$ cat config.mk
export PLATFORM = sky130hd
export DESIGN_NAME = uart_tx_fifo
export DESIGN_NICKNAME = d
export VERILOG_FILES = /design/src/rtl/uart_pkg.sv /design/src/rtl/sync_fifo.sv /design/src/rtl/uart_tx_fifo.sv
export SDC_FILE = /design/constraint.sdc
export NUM_CORES = 1
export LEC_CHECK = 0
export ABC_AREA = 1
export BUFFER_PORTS_ARGS = -buffer_cell sky130_fd_sc_hd__buf_2
export CORE_MARGIN = 2
export CORE_UTILIZATION = 55
export DETAILED_ROUTE_END_ITERATION = 10
export GPL_TIMING_DRIVEN = 1
export PLACE_DENSITY = 0.74
export SETUP_SLACK_MARGIN = 0.3
export SLEW_MARGIN = 5
export SYNTH_ARGS = -nofsm -noshare
export SYNTH_HDL_FRONTEND = slang
export SYNTH_SLANG_ARGS = --single-unit
$ cat constraint.sdc
create_clock -name clk -period 3 [get_ports clk]
set_input_delay 0.45 -clock clk [delete_from_list [all_inputs] [get_ports clk]]
set_output_delay 0.45 -clock clk [all_outputs]
set_load 0.05 [all_outputs]
$ cat src/rtl/uart_pkg.sv
// ----------------------------------------------------------------------------
// uart_pkg : shared parity codes, TX state encoding and timing helpers
// Rev 1.0
// ----------------------------------------------------------------------------
`default_nettype none

package uart_pkg;

  localparam int PAR_NONE = 0;
  localparam int PAR_ODD  = 1;
  localparam int PAR_EVEN = 2;

  typedef enum logic [2:0] {
    ST_IDLE   = 3'd0,
    ST_START  = 3'd1,
    ST_DATA   = 3'd2,
    ST_PARITY = 3'd3,
    ST_STOP   = 3'd4
  } tx_state_e;

  function automatic int clks_per_bit(input int clk_freq, input int baud_rate);
    return clk_freq / baud_rate;
  endfunction

  function automatic int frame_bits(input int data_bits, input int parity, input int stop_bits);
    return 1 + data_bits + ((parity != PAR_NONE) ? 1 : 0) + stop_bits;
  endfunction

endpackage

`default_nettype wire

$ cat src/rtl/sync_fifo.sv
// ----------------------------------------------------------------------------
// sync_fifo : single-clock first-word-first FIFO with occupancy count
// Rev 1.0
// ----------------------------------------------------------------------------
`default_nettype none

module sync_fifo #(
  parameter int WIDTH = 8,
  parameter int DEPTH = 16
) (
  input  logic                         clk,
  input  logic                         rst_n,
  input  logic                         push,
  input  logic [WIDTH-1:0]             wdata,
  input  logic                         pop,
  output logic [WIDTH-1:0]             rdata,
  output logic                         full,
  output logic                         empty,
  output logic [$clog2(DEPTH+1)-1:0]   count
);

  localparam int AW = $clog2(DEPTH);
  localparam int CW = $clog2(DEPTH + 1);

  logic [WIDTH-1:0] mem_q [DEPTH];
  logic [AW-1:0]    wr_ptr_q, wr_ptr_d;
  logic [AW-1:0]    rd_ptr_q, rd_ptr_d;
  logic [CW-1:0]    count_q, count_d;
  logic             w_push, w_pop;

  assign full   = (count_q == CW'(DEPTH));
  assign empty  = (count_q == '0);
  assign count  = count_q;
  assign rdata  = mem_q[rd_ptr_q];
  assign w_push = push && !full;
  assign w_pop  = pop && !empty;

  // Power-of-two depth lets the pointers wrap naturally.
  always_comb begin
    wr_ptr_d = wr_ptr_q;
    rd_ptr_d = rd_ptr_q;
    count_d  = count_q;
    if (w_push) wr_ptr_d = wr_ptr_q + 1'b1;
    if (w_pop)  rd_ptr_d = rd_ptr_q + 1'b1;
    if (w_push && !w_pop)      count_d = count_q + 1'b1;
    else if (!w_push && w_pop) count_d = count_q - 1'b1;
  end

  always_ff @(posedge clk or negedge rst_n) begin
    if (!rst_n) begin
      wr_ptr_q <= '0;
      rd_ptr_q <= '0;
      count_q  <= '0;
    end else begin
      wr_ptr_q <= wr_ptr_d;
      rd_ptr_q <= rd_ptr_d;
      count_q  <= count_d;
    end
  end

  always_ff @(posedge clk) begin
    if (w_push) mem_q[wr_ptr_q] <= wdata;
  end

endmodule

`default_nettype wire

$ cat src/rtl/uart_tx_fifo.sv
// ----------------------------------------------------------------------------
// uart_tx_fifo : FIFO-buffered UART transmitter, frames sent back-to-back.
// Optional line-break input enabled by defining UART_TX_BREAK_EN.
// Rev 1.0
// ----------------------------------------------------------------------------
`default_nettype none

module uart_tx_fifo
  import uart_pkg::*;
#(
  parameter int CLK_FREQ   = 100_000_000,
  parameter int BAUD_RATE  = 115200,
  parameter int DATA_BITS  = 8,
  parameter int PARITY     = 0,
  parameter int STOP_BITS  = 1,
  parameter int FIFO_DEPTH = 16
) (
  input  logic                              clk,
  input  logic                              rst_n,
`ifdef UART_TX_BREAK_EN
  input  logic                              break_req,
`endif
  input  logic [DATA_BITS-1:0]              s_data,
  input  logic                              s_valid,
  output logic                              s_ready,
  output logic                              tx,
  output logic                              busy,
  output logic [$clog2(FIFO_DEPTH+1)-1:0]   fifo_count
);

  localparam int CPB    = clks_per_bit(CLK_FREQ, BAUD_RATE);
  localparam int BAUD_W = $clog2(CPB);
  localparam int BIT_W  = $clog2(frame_bits(DATA_BITS, PARITY, STOP_BITS));
  localparam int CNT_W  = $clog2(FIFO_DEPTH + 1);

  generate
    if (CPB < 4 || DATA_BITS < 5 || DATA_BITS > 9 || PARITY < 0 || PARITY > 2 ||
        (STOP_BITS != 1 && STOP_BITS != 2) || FIFO_DEPTH < 2 ||
        (FIFO_DEPTH & (FIFO_DEPTH - 1)) != 0) begin : g_bad_params
      $error("uart_tx_fifo: illegal parameter value");
    end
  endgenerate

  tx_state_e            state_q, state_d;
  logic [BAUD_W-1:0]    baud_q, baud_d;
  logic [BIT_W-1:0]     bit_q, bit_d;
  logic [DATA_BITS-1:0] shift_q, shift_d;
  logic                 par_q, par_d;
  logic                 tx_q, tx_d;
  logic                 busy_q, busy_d;
  logic                 brk_q, brk_d;

  logic                 w_push, w_pop, w_full, w_empty, w_baud_end, w_brk_req, w_par_bit;
  logic [DATA_BITS-1:0] w_head;
  logic [CNT_W-1:0]     w_cnt_next;

`ifdef UART_TX_BREAK_EN
  assign w_brk_req = break_req;
`else
  assign w_brk_req = 1'b0;
`endif

  assign s_ready    = !w_full;
  assign w_push     = s_valid && !w_full;
  assign w_baud_end = (baud_q == BAUD_W'(CPB - 1));
  assign w_par_bit  = (PARITY == PAR_EVEN) ? par_q : ~par_q;
  assign w_cnt_next = fifo_count + CNT_W'(w_push) - CNT_W'(w_pop);
  assign tx         = tx_q;
  assign busy       = busy_q;

  sync_fifo #(
    .WIDTH (DATA_BITS),
    .DEPTH (FIFO_DEPTH)
  ) u_fifo (
    .clk   (clk),
    .rst_n (rst_n),
    .push  (w_push),
    .wdata (s_data),
    .pop   (w_pop),
    .rdata (w_head),
    .full  (w_full),
    .empty (w_empty),
    .count (fifo_count)
  );

  always_comb begin
    state_d = state_q;
    baud_d  = baud_q;
    bit_d   = bit_q;
    shift_d = shift_q;
    par_d   = par_q;
    tx_d    = tx_q;
    brk_d   = brk_q;
    w_pop   = 1'b0;
    if (state_q != ST_IDLE) baud_d = w_baud_end ? '0 : baud_q + 1'b1;

    case (state_q)
      ST_IDLE: begin
        tx_d   = 1'b1;
        baud_d = '0;
        if (w_brk_req) begin
          tx_d  = 1'b0;
          brk_d = 1'b1;
        end else if (brk_q) begin
          // One full bit period of mark after a break before popping again.
          if (w_baud_end) brk_d = 1'b0;
          else            baud_d = baud_q + 1'b1;
        end else if (!w_empty) begin
          w_pop   = 1'b1;
          shift_d = w_head;
          par_d   = ^w_head;
          state_d = ST_START;
          tx_d    = 1'b0;
        end
      end
      ST_START: begin
        if (w_baud_end) begin
          state_d = ST_DATA;
          bit_d   = '0;
          tx_d    = shift_q[0];
        end
      end
      ST_DATA: begin
        if (w_baud_end) begin
          if (bit_q == BIT_W'(DATA_BITS - 1)) begin
            bit_d = '0;
            if (PARITY != PAR_NONE) begin
              state_d = ST_PARITY;
              tx_d    = w_par_bit;
            end else begin
              state_d = ST_STOP;
              tx_d    = 1'b1;
            end
          end else begin
            bit_d   = bit_q + 1'b1;
            shift_d = shift_q >> 1;
            tx_d    = shift_q[1];
          end
        end
      end
      ST_PARITY: begin
        if (w_baud_end) begin
          state_d = ST_STOP;
          bit_d   = '0;
          tx_d    = 1'b1;
        end
      end
      ST_STOP: begin
        if (w_baud_end) begin
          if (bit_q == BIT_W'(STOP_BITS - 1)) begin
            bit_d = '0;
            if (!w_empty && !w_brk_req) begin
              w_pop   = 1'b1;
              shift_d = w_head;
              par_d   = ^w_head;
              state_d = ST_START;
              tx_d    = 1'b0;
            end else begin
              state_d = ST_IDLE;
              tx_d    = !w_brk_req;
              brk_d   = w_brk_req;
            end
          end else begin
            bit_d = bit_q + 1'b1;
          end
        end
      end
      default: begin
        state_d = ST_IDLE;
        tx_d    = 1'b1;
      end
    endcase

    busy_d = (state_d != ST_IDLE) || (w_cnt_next != '0);
  end

  always_ff @(posedge clk or negedge rst_n) begin
    if (!rst_n) begin
      state_q <= ST_IDLE;
      baud_q  <= '0;
      bit_q   <= '0;
      shift_q <= '0;
      par_q   <= 1'b0;
      tx_q    <= 1'b1;
      busy_q  <= 1'b0;
      brk_q   <= 1'b0;
    end else begin
      state_q <= state_d;
      baud_q  <= baud_d;
      bit_q   <= bit_d;
      shift_q <= shift_d;
      par_q   <= par_d;
      tx_q    <= tx_d;
      busy_q  <= busy_d;
      brk_q   <= brk_d;
    end
  end

endmodule

`default_nettype wire

==> Yosys cells after proc, flatten, opt, wreduce, memory -nomap -nowiden <==
Memories as Yosys holds them, arrays and structs flattened.
Cells that the tools add are included.
{ "word_totals": {"output_inout_bits": 8, "elab_cells": 112, "regBits": 41, "memories": 1, "ramBits": 128, "inputBits": 11} }
{ "classes": {"n_mux": 51, "add_sub_neg": 8, "n_reduce_logical": 26, "n_eq_ne": 16} }
{ "memory_table": {"columns": ["memory", "words", "width", "rd", "rd_clocked_by_memory_dff", "wr", "line", "text"], "rows": [
  ["u_fifo.mem_q", 16, 8, 1, 0, 1, "sync_fifo.sv:25", "logic [WIDTH-1:0] mem_q [DEPTH];"]
]} }
{ "op_table": {"columns": ["op", "n"], "rows": [
  ["8-bit two-way mux", 6],
  ["10-bit two-way mux", 4],
  ["3-bit two-way mux", 8],
  ["8-bit case mux with 3 select lines", 1],
  ["1-bit two-way mux", 20],
  ["4-bit two-way mux", 5],
  ["3-bit case mux with 5 select lines", 1],
  ["2-bit != test, second input constant", 7],
  ["4-bit by 1-bit adder with 4-bit output, second input constant", 3],
  ["4-bit case mux with 3 select lines", 1],
  ["3-bit nonzero test", 4],
  ["10-bit by 1-bit adder with 10-bit output, second input constant", 1],
  ["10-bit equality test, second input constant", 1],
  ["5-bit two-way mux", 2],
  ["4-bit AND reduction", 2],
  ["3-bit by 2-bit equality test with 1-bit output, second input constant", 2],
  ["6-bit AND reduction", 1],
  ["2-bit nonzero test", 3],
  ["5-bit by 1-bit adder with 5-bit output", 1],
  ["5-bit by 1-bit adder with 5-bit output, second input constant", 1],
  ["5-bit equality test, second input constant", 1],
  ["1-bit logical AND", 5],
  ["5-bit zero test", 1],
  ["1-bit case mux with 5 select lines", 1],
  ["other kinds (14)", 19]
]} }

==> Depth between registers and ports, before layout <==
{ "depth": {"ltp_word": 9, "depth_mapped": 20, "mapped_depth_nobuf": 19} }

==> Cells and area by module <==
A second synthesis with hierarchy kept.
{ "unflattened": {"cells_unflattened": 880, "hier_area_um2": 8190.4} }
{ "by_module_without_submodules": {"columns": ["mod", "n_inst", "seq_area_each_um2", "cells_each", "area_per_inst_um2"], "rows": [
  ["sync_fifo", 1, 4169.0, 620, 6243.5],
  ["uart_tx_fifo", 1, 701.9, 260, 1946.9]
]} }

==> Worst setup path after synthesis <==
Ideal clock, no wire load.
{ "synth_timing": {"path_kind": "reg2reg", "start": "register u_fifo.count_q[3], in the netlist u_fifo.count[3]", "end": "register busy_q, in the netlist busy", "slack_ns": -0.428, "synth_period_minus_slack_ns": 3.428, "path_buffers": 0, "required_time_ns": 2.881, "path_stages_with_launch": 15, "setup_time_ns": 0.119, "t_arrival_ns": 3.310, "cell_sequence": "dfrtp_1 -> inv_1 -> ha_1 -> nand4_1 -> nand2_1 -> ha_1 -> inv_1 -> ha_1 -> fa_1 -> or2_2 -> nor2_1 -> nand2_1 -> nand3b_1 -> nor2_1 -> nand2_1"} }
{ "synth_via": {"word_cells_on_any_way": 20, "cone_classes": "add/sub (2); eq/ne (1); mux (11); reduce/logical (6)"} }
{ "synth_rtl": {"columns": ["item", "line", "text"], "rows": [
  ["from (decl)", "sync_fifo.sv:28", "logic [CW-1:0] count_q, count_d;"],
  ["from (signal assigned)", "sync_fifo.sv:57", "count_q <= count_d;"],
  ["5-bit equality test", "sync_fifo.sv:31", "assign full = (count_q == CW'(DEPTH));"],
  ["1-bit zero test", null, null],
  ["net s_ready", "uart_tx_fifo.sv:25", "output logic s_ready,"],
  ["1-bit logical AND", "uart_tx_fifo.sv:64", "assign w_push = s_valid && !w_full;"],
  ["5-bit by 1-bit adder with 5-bit output", "uart_tx_fifo.sv:67", "assign w_cnt_next = fifo_count + CNT_W'(w_push) - CNT_W'(w_pop);"],
  ["5-bit by 1-bit subtractor with 5-bit output", "uart_tx_fifo.sv:67", null],
  ["5-bit nonzero test", "uart_tx_fifo.sv:174", "busy_d = (state_d != ST_IDLE) || (w_cnt_next != '0);"],
  ["1-bit logical OR", "uart_tx_fifo.sv:174", null],
  ["net busy_d", "uart_tx_fifo.sv:50", "logic busy_q, busy_d;"],
  ["to (signal assigned)", "uart_tx_fifo.sv:194", "busy_q <= busy_d;"],
  ["to (decl)", "uart_tx_fifo.sv:50", null]
]} }
The timed path passes the listed nets, and every way through them passes these cells.
A chain may end at the register's enable or synchronous reset.

==> Final worst setup path <==
{ "layout_timing": {"start": "register u_fifo.count_q[3], in the netlist u_fifo.count[3]", "end": "register busy_q, in the netlist busy"} }
{ "layout_via": {"elab_chain_cells": 8, "word_cells_on_any_way": 20, "cone_classes": "add/sub (2); eq/ne (1); mux (11); reduce/logical (6)"} }
{ "layout_lines": {"columns": ["item", "line"], "rows": [
  ["parallel branches: the longest is 7 deep, another holds 5-bit by 1-bit adder with 5-bit output", null],
  ["1-bit logical OR (*)", "uart_tx_fifo.sv:174"],
  ["net busy_d", "uart_tx_fifo.sv:50"]
]} }
Mark *: on every way through the listed nets, which the timed path passes.

==> metrics.yaml <==
status:
  status: "complete, no violations"
synth:
  synth_top_cell_by_area: "sky130_fd_sc_hd__edfxtp_1"
  post_synth_instance_area_um2: 7775
  ys_ff_latch: 169
  ys_warnings: 0
  postSynthAreaPerCell_um2: 9.707
  yosysTopAreaCellShare_pct: 49.44
  syn-num-nets: 832
  synth.yosys.seq_area_share_pct: 62.65
  synth.lib_cells_used.distinct: 34
  cells_taking_the_most_area_after_synthesis: "sky130_fd_sc_hd__edfxtp_1 (49%), sky130_fd_sc_hd__dfrtp_1 (13%), sky130_fd_sc_hd__nand2_1 (12%)"
  synthesis.instances: 801
die:
  core_area_um2: 13830
  starting_density_of_the_core_pct: 56.23
  die_width_um: 122.9
  design.die.area_um2: 15100
  die_span_in_y_um: 122.9
  row_count: 43
  pin_count: 19
finish:
  fraction_of_layout_instances_using_a_drive_strength_above_1_pct: 12.06
  mostFrequentLayoutCells: "sky130_fd_sc_hd__nand2_1 (245), sky130_fd_sc_hd__edfxtp_1 (128), sky130_fd_sc_hd__nor2_1 (105)"
  layout.core_utilization_pct: 62.82
  final_cells: 1026
  layout-area-overhead-vs-synth_pct: 11.72
  nets: 864
  fillCellCount: 1052
  antennaDiodeCount: 0
  layout_commonest_cell: "sky130_fd_sc_hd__nand2_1"
grt:
  grt_use_total_pct: 23.43
  pin_count_of_the_biggest_net_entering_global_routing: 80
  antenna_found_initial: 0
  first_global_vias: 5227
  global_route.overflow_total: 0
  grt_pass1_wl_um: 26210
detailed_routing:
  dr.first_iter.drc_count: 523
  finalWirelength_um: 16520
  drc_errors: 0
  avgViaCountPerCell: 5.367
  detail_route.wl_per_cell_um: 16.10
  dr_total_vias: 5507
  drtPass1Iterations: 7
  postRouteAntennaNets: 0
timing:
  finalCriticalPeriod_ns: 2.757
  hold_viol: 0
  maxSlewViolCount: 0
  clock-skew-final_ns: 0.01121
  relSlewSlack_pct: 36.02
  timing.final.crit_share_pct: 91.91
  grt_setup_unrepaired: "yes"
  finalSetupViolCount: 0
  worst-slew-pin-transition_ns: 0.9597
  clock.fmax_ghz: 0.3627
job:
  maxCapViolations: 0
clocking:
  cts_root_buf: "sky130_fd_sc_hd__clkbuf_16"
  cts-htree-levels: 4
  clkLatencyLatePin_ns: 0.43
  clk_pin_slew_worst_paths_ns: 0.06
  cts-buffers-inserted: 17
  clock-sinks: 169
  tritoncts_clock_tree: "yes"
  ctsLongestPathBuffers: 2
  ctsHoldBuffers: 0
placement:
  detailedPlacementHpwl_um: 10480
  placedCellCount: 984
  port_buffers: 18
  gp_routability_congestion: 0.8419
critical_path:
  worst_r2r_path_depth: 17
  rrSetupSlack_ns: 0.24
  regToRegStartpoint: "u_fifo.count[3]$_DFFE_PN0P_"
  timing.setup.critical_path_class: "flop to flop"
  timing.critical_path.to_type: "flop"
  crit_arrival_ns: 3.08
  worst-endpoint-required_ns: 3.32
  crit_path_start_kind: "flop"
  worst-path-max-fanout: 3
  r2r-end: "busy$_DFF_PN0_"
  crit_path_from: "u_fifo.count[3]$_DFFE_PN0P_"
power:
  cellPowerDensity_nw_per_um2: 690.5
  netSwitchingPower_uw: 1785
  power.static_leakage_uw: 0.003732
  totalPowerFinal_uw: 5997
  power.share.clock_pct: 32.4
  internal_power_uw: 4212
  combPwrFrac_pct: 19.6
  power.sequential.fraction_pct: 48.1
  vdd_drop_max_uv: 559.6
  p_sw_share_pct: 29.77
min_path:
  holdCritPathClass: "input port to async pin"
==> synthesized netlist by cell type, drive strengths merged <==
library cell,number
nand2,247
edfxtp,128
nor2,111
inv,77
nand3,69
dfrtp,40
o21ai,29
buf,21
a21oi,20
ha,18
xor2,10
or2,8
nand4,5
clkbuf,3
o211ai,3
fa,2
a21boi,1
a22oi,1
clkinv,1
dfstp,1
nand3b,1
nor3,1
nor3b,1
o21a,1
o22ai,1
xnor2,1
==> per-stage QoR <==
stage                     TNS, ns  hold WS, ns  instance area, µm²  setup WS (ns)
after floorplan           -0.2066       0.1544                7824        -0.1737
after global placement          0       0.4452                8075         0.1836
after detailed placement        0       0.4585                8075         0.1009
after CTS                       0       0.1817                8651         0.2251
after global routing            0       0.2339                8686        0.05963
final                           0       0.1622                8686         0.2426
==> critical path, stage by stage, from the launching register on <==
cell                       delay, ns
sky130_fd_sc_hd__dfrtp_2        0.42
sky130_fd_sc_hd__inv_4          0.07
sky130_fd_sc_hd__ha_4           0.13
sky130_fd_sc_hd__nand4_1        0.16
sky130_fd_sc_hd__nand2_1        0.11
sky130_fd_sc_hd__nor2_1         0.05
sky130_fd_sc_hd__nand2_1        0.09
sky130_fd_sc_hd__nand2_2        0.08
sky130_fd_sc_hd__ha_4           0.27
sky130_fd_sc_hd__inv_2          0.04
sky130_fd_sc_hd__ha_4           0.15
sky130_fd_sc_hd__fa_1           0.44
sky130_fd_sc_hd__or2_4          0.24
sky130_fd_sc_hd__nor2_2         0.07
sky130_fd_sc_hd__nand2_1        0.04
sky130_fd_sc_hd__nand3b_1       0.14
sky130_fd_sc_hd__nor2_1         0.10
sky130_fd_sc_hd__nand2_1        0.06
==> registers in the layout (all words and copies together) (netlist names) <==
signal,count
baud_q,10
tx,1
bit_q,4
u_fifo.mem_q,128
u_fifo.rd_ptr_q,4
shift_q,8
state_q,3
u_fifo.wr_ptr_q,4
brk_q,1
u_fifo.count,5
busy,1
==> routing by layer <==
layer | up-vias | share of wire, % | global-route usage, %
met3 | 35 | 7.0 | 5.258
li1 | 2679 | - | -
met2 | 204 | 48 | 36.60
met1 | 2589 | 42 | 31.85
met5 | - | 0 | 0
met4 | 0 | 2.5 | 10.06
==> what timing repair did <==
| item | 4_1_cts | 5_1_grt |
|---|---|---|
| setup buffers | 7 | 3 |
| endpoints found under the setup margin | 3 | 3 |
| resized for setup | 5 | 6 |
| pin swaps | 5 | 5 |
| hold endpoints to repair | 0 | 0 |
==> worst max path at each step <==
stage	to	cells after the start
floorplan	busy$_DFF_PN0_	14
global placement	busy$_DFF_PN0_	17
detailed placement	busy$_DFF_PN0_	17
CTS	busy$_DFF_PN0_	17
global route	busy$_DFF_PN0_	17
finish	busy$_DFF_PN0_	17
==> layout make-up <==
| type | instances | area (µm²) | share of cell area (%) |
|---|---|---|---|
| Sequential cell | 169 | 4878 | 56.17 |
| Multi-Input combinational cell | 530 | 2537 | 29.21 |
| Clock buffer | 21 | 440.4 | 5.071 |
| Inverter | 78 | 295.3 | 3.400 |
| Timing Repair Buffer | 37 | 236.5 | 2.723 |
| Tap cell | 180 | 225.2 | 2.593 |
| Clock inverter | 11 | 72.57 | 0.8355 |
==> kinds of logic after synthesis <==
logic type	after synthesis	share of synthesized area (%)
buf+inv	102	5.471
fa+ha+maj	20	3.412
compound gates	56	3.814
xor+xnor	11	1.239
simple gates	443	23.42
flops	169	62.65
==> power groups by stage <==
| stage | clock network [µW] | logic (µW) | registers (µW) |
|---|---|---|---|
| 2_1_floorplan | 0 | 635 | 3030 |
| 3_3_place_gp | 0 | 1030 | 2920 |
| 3_5_place_dp | 0 | 1070 | 2940 |
| 4_1_cts | 1950 | 1140 | 2880 |
| 5_1_grt | 2050 | 1310 | 2910 |
| 6_report | 1940 | 1170 | 2880 |
No activity file was read; power rests on OpenSTA's default activity.
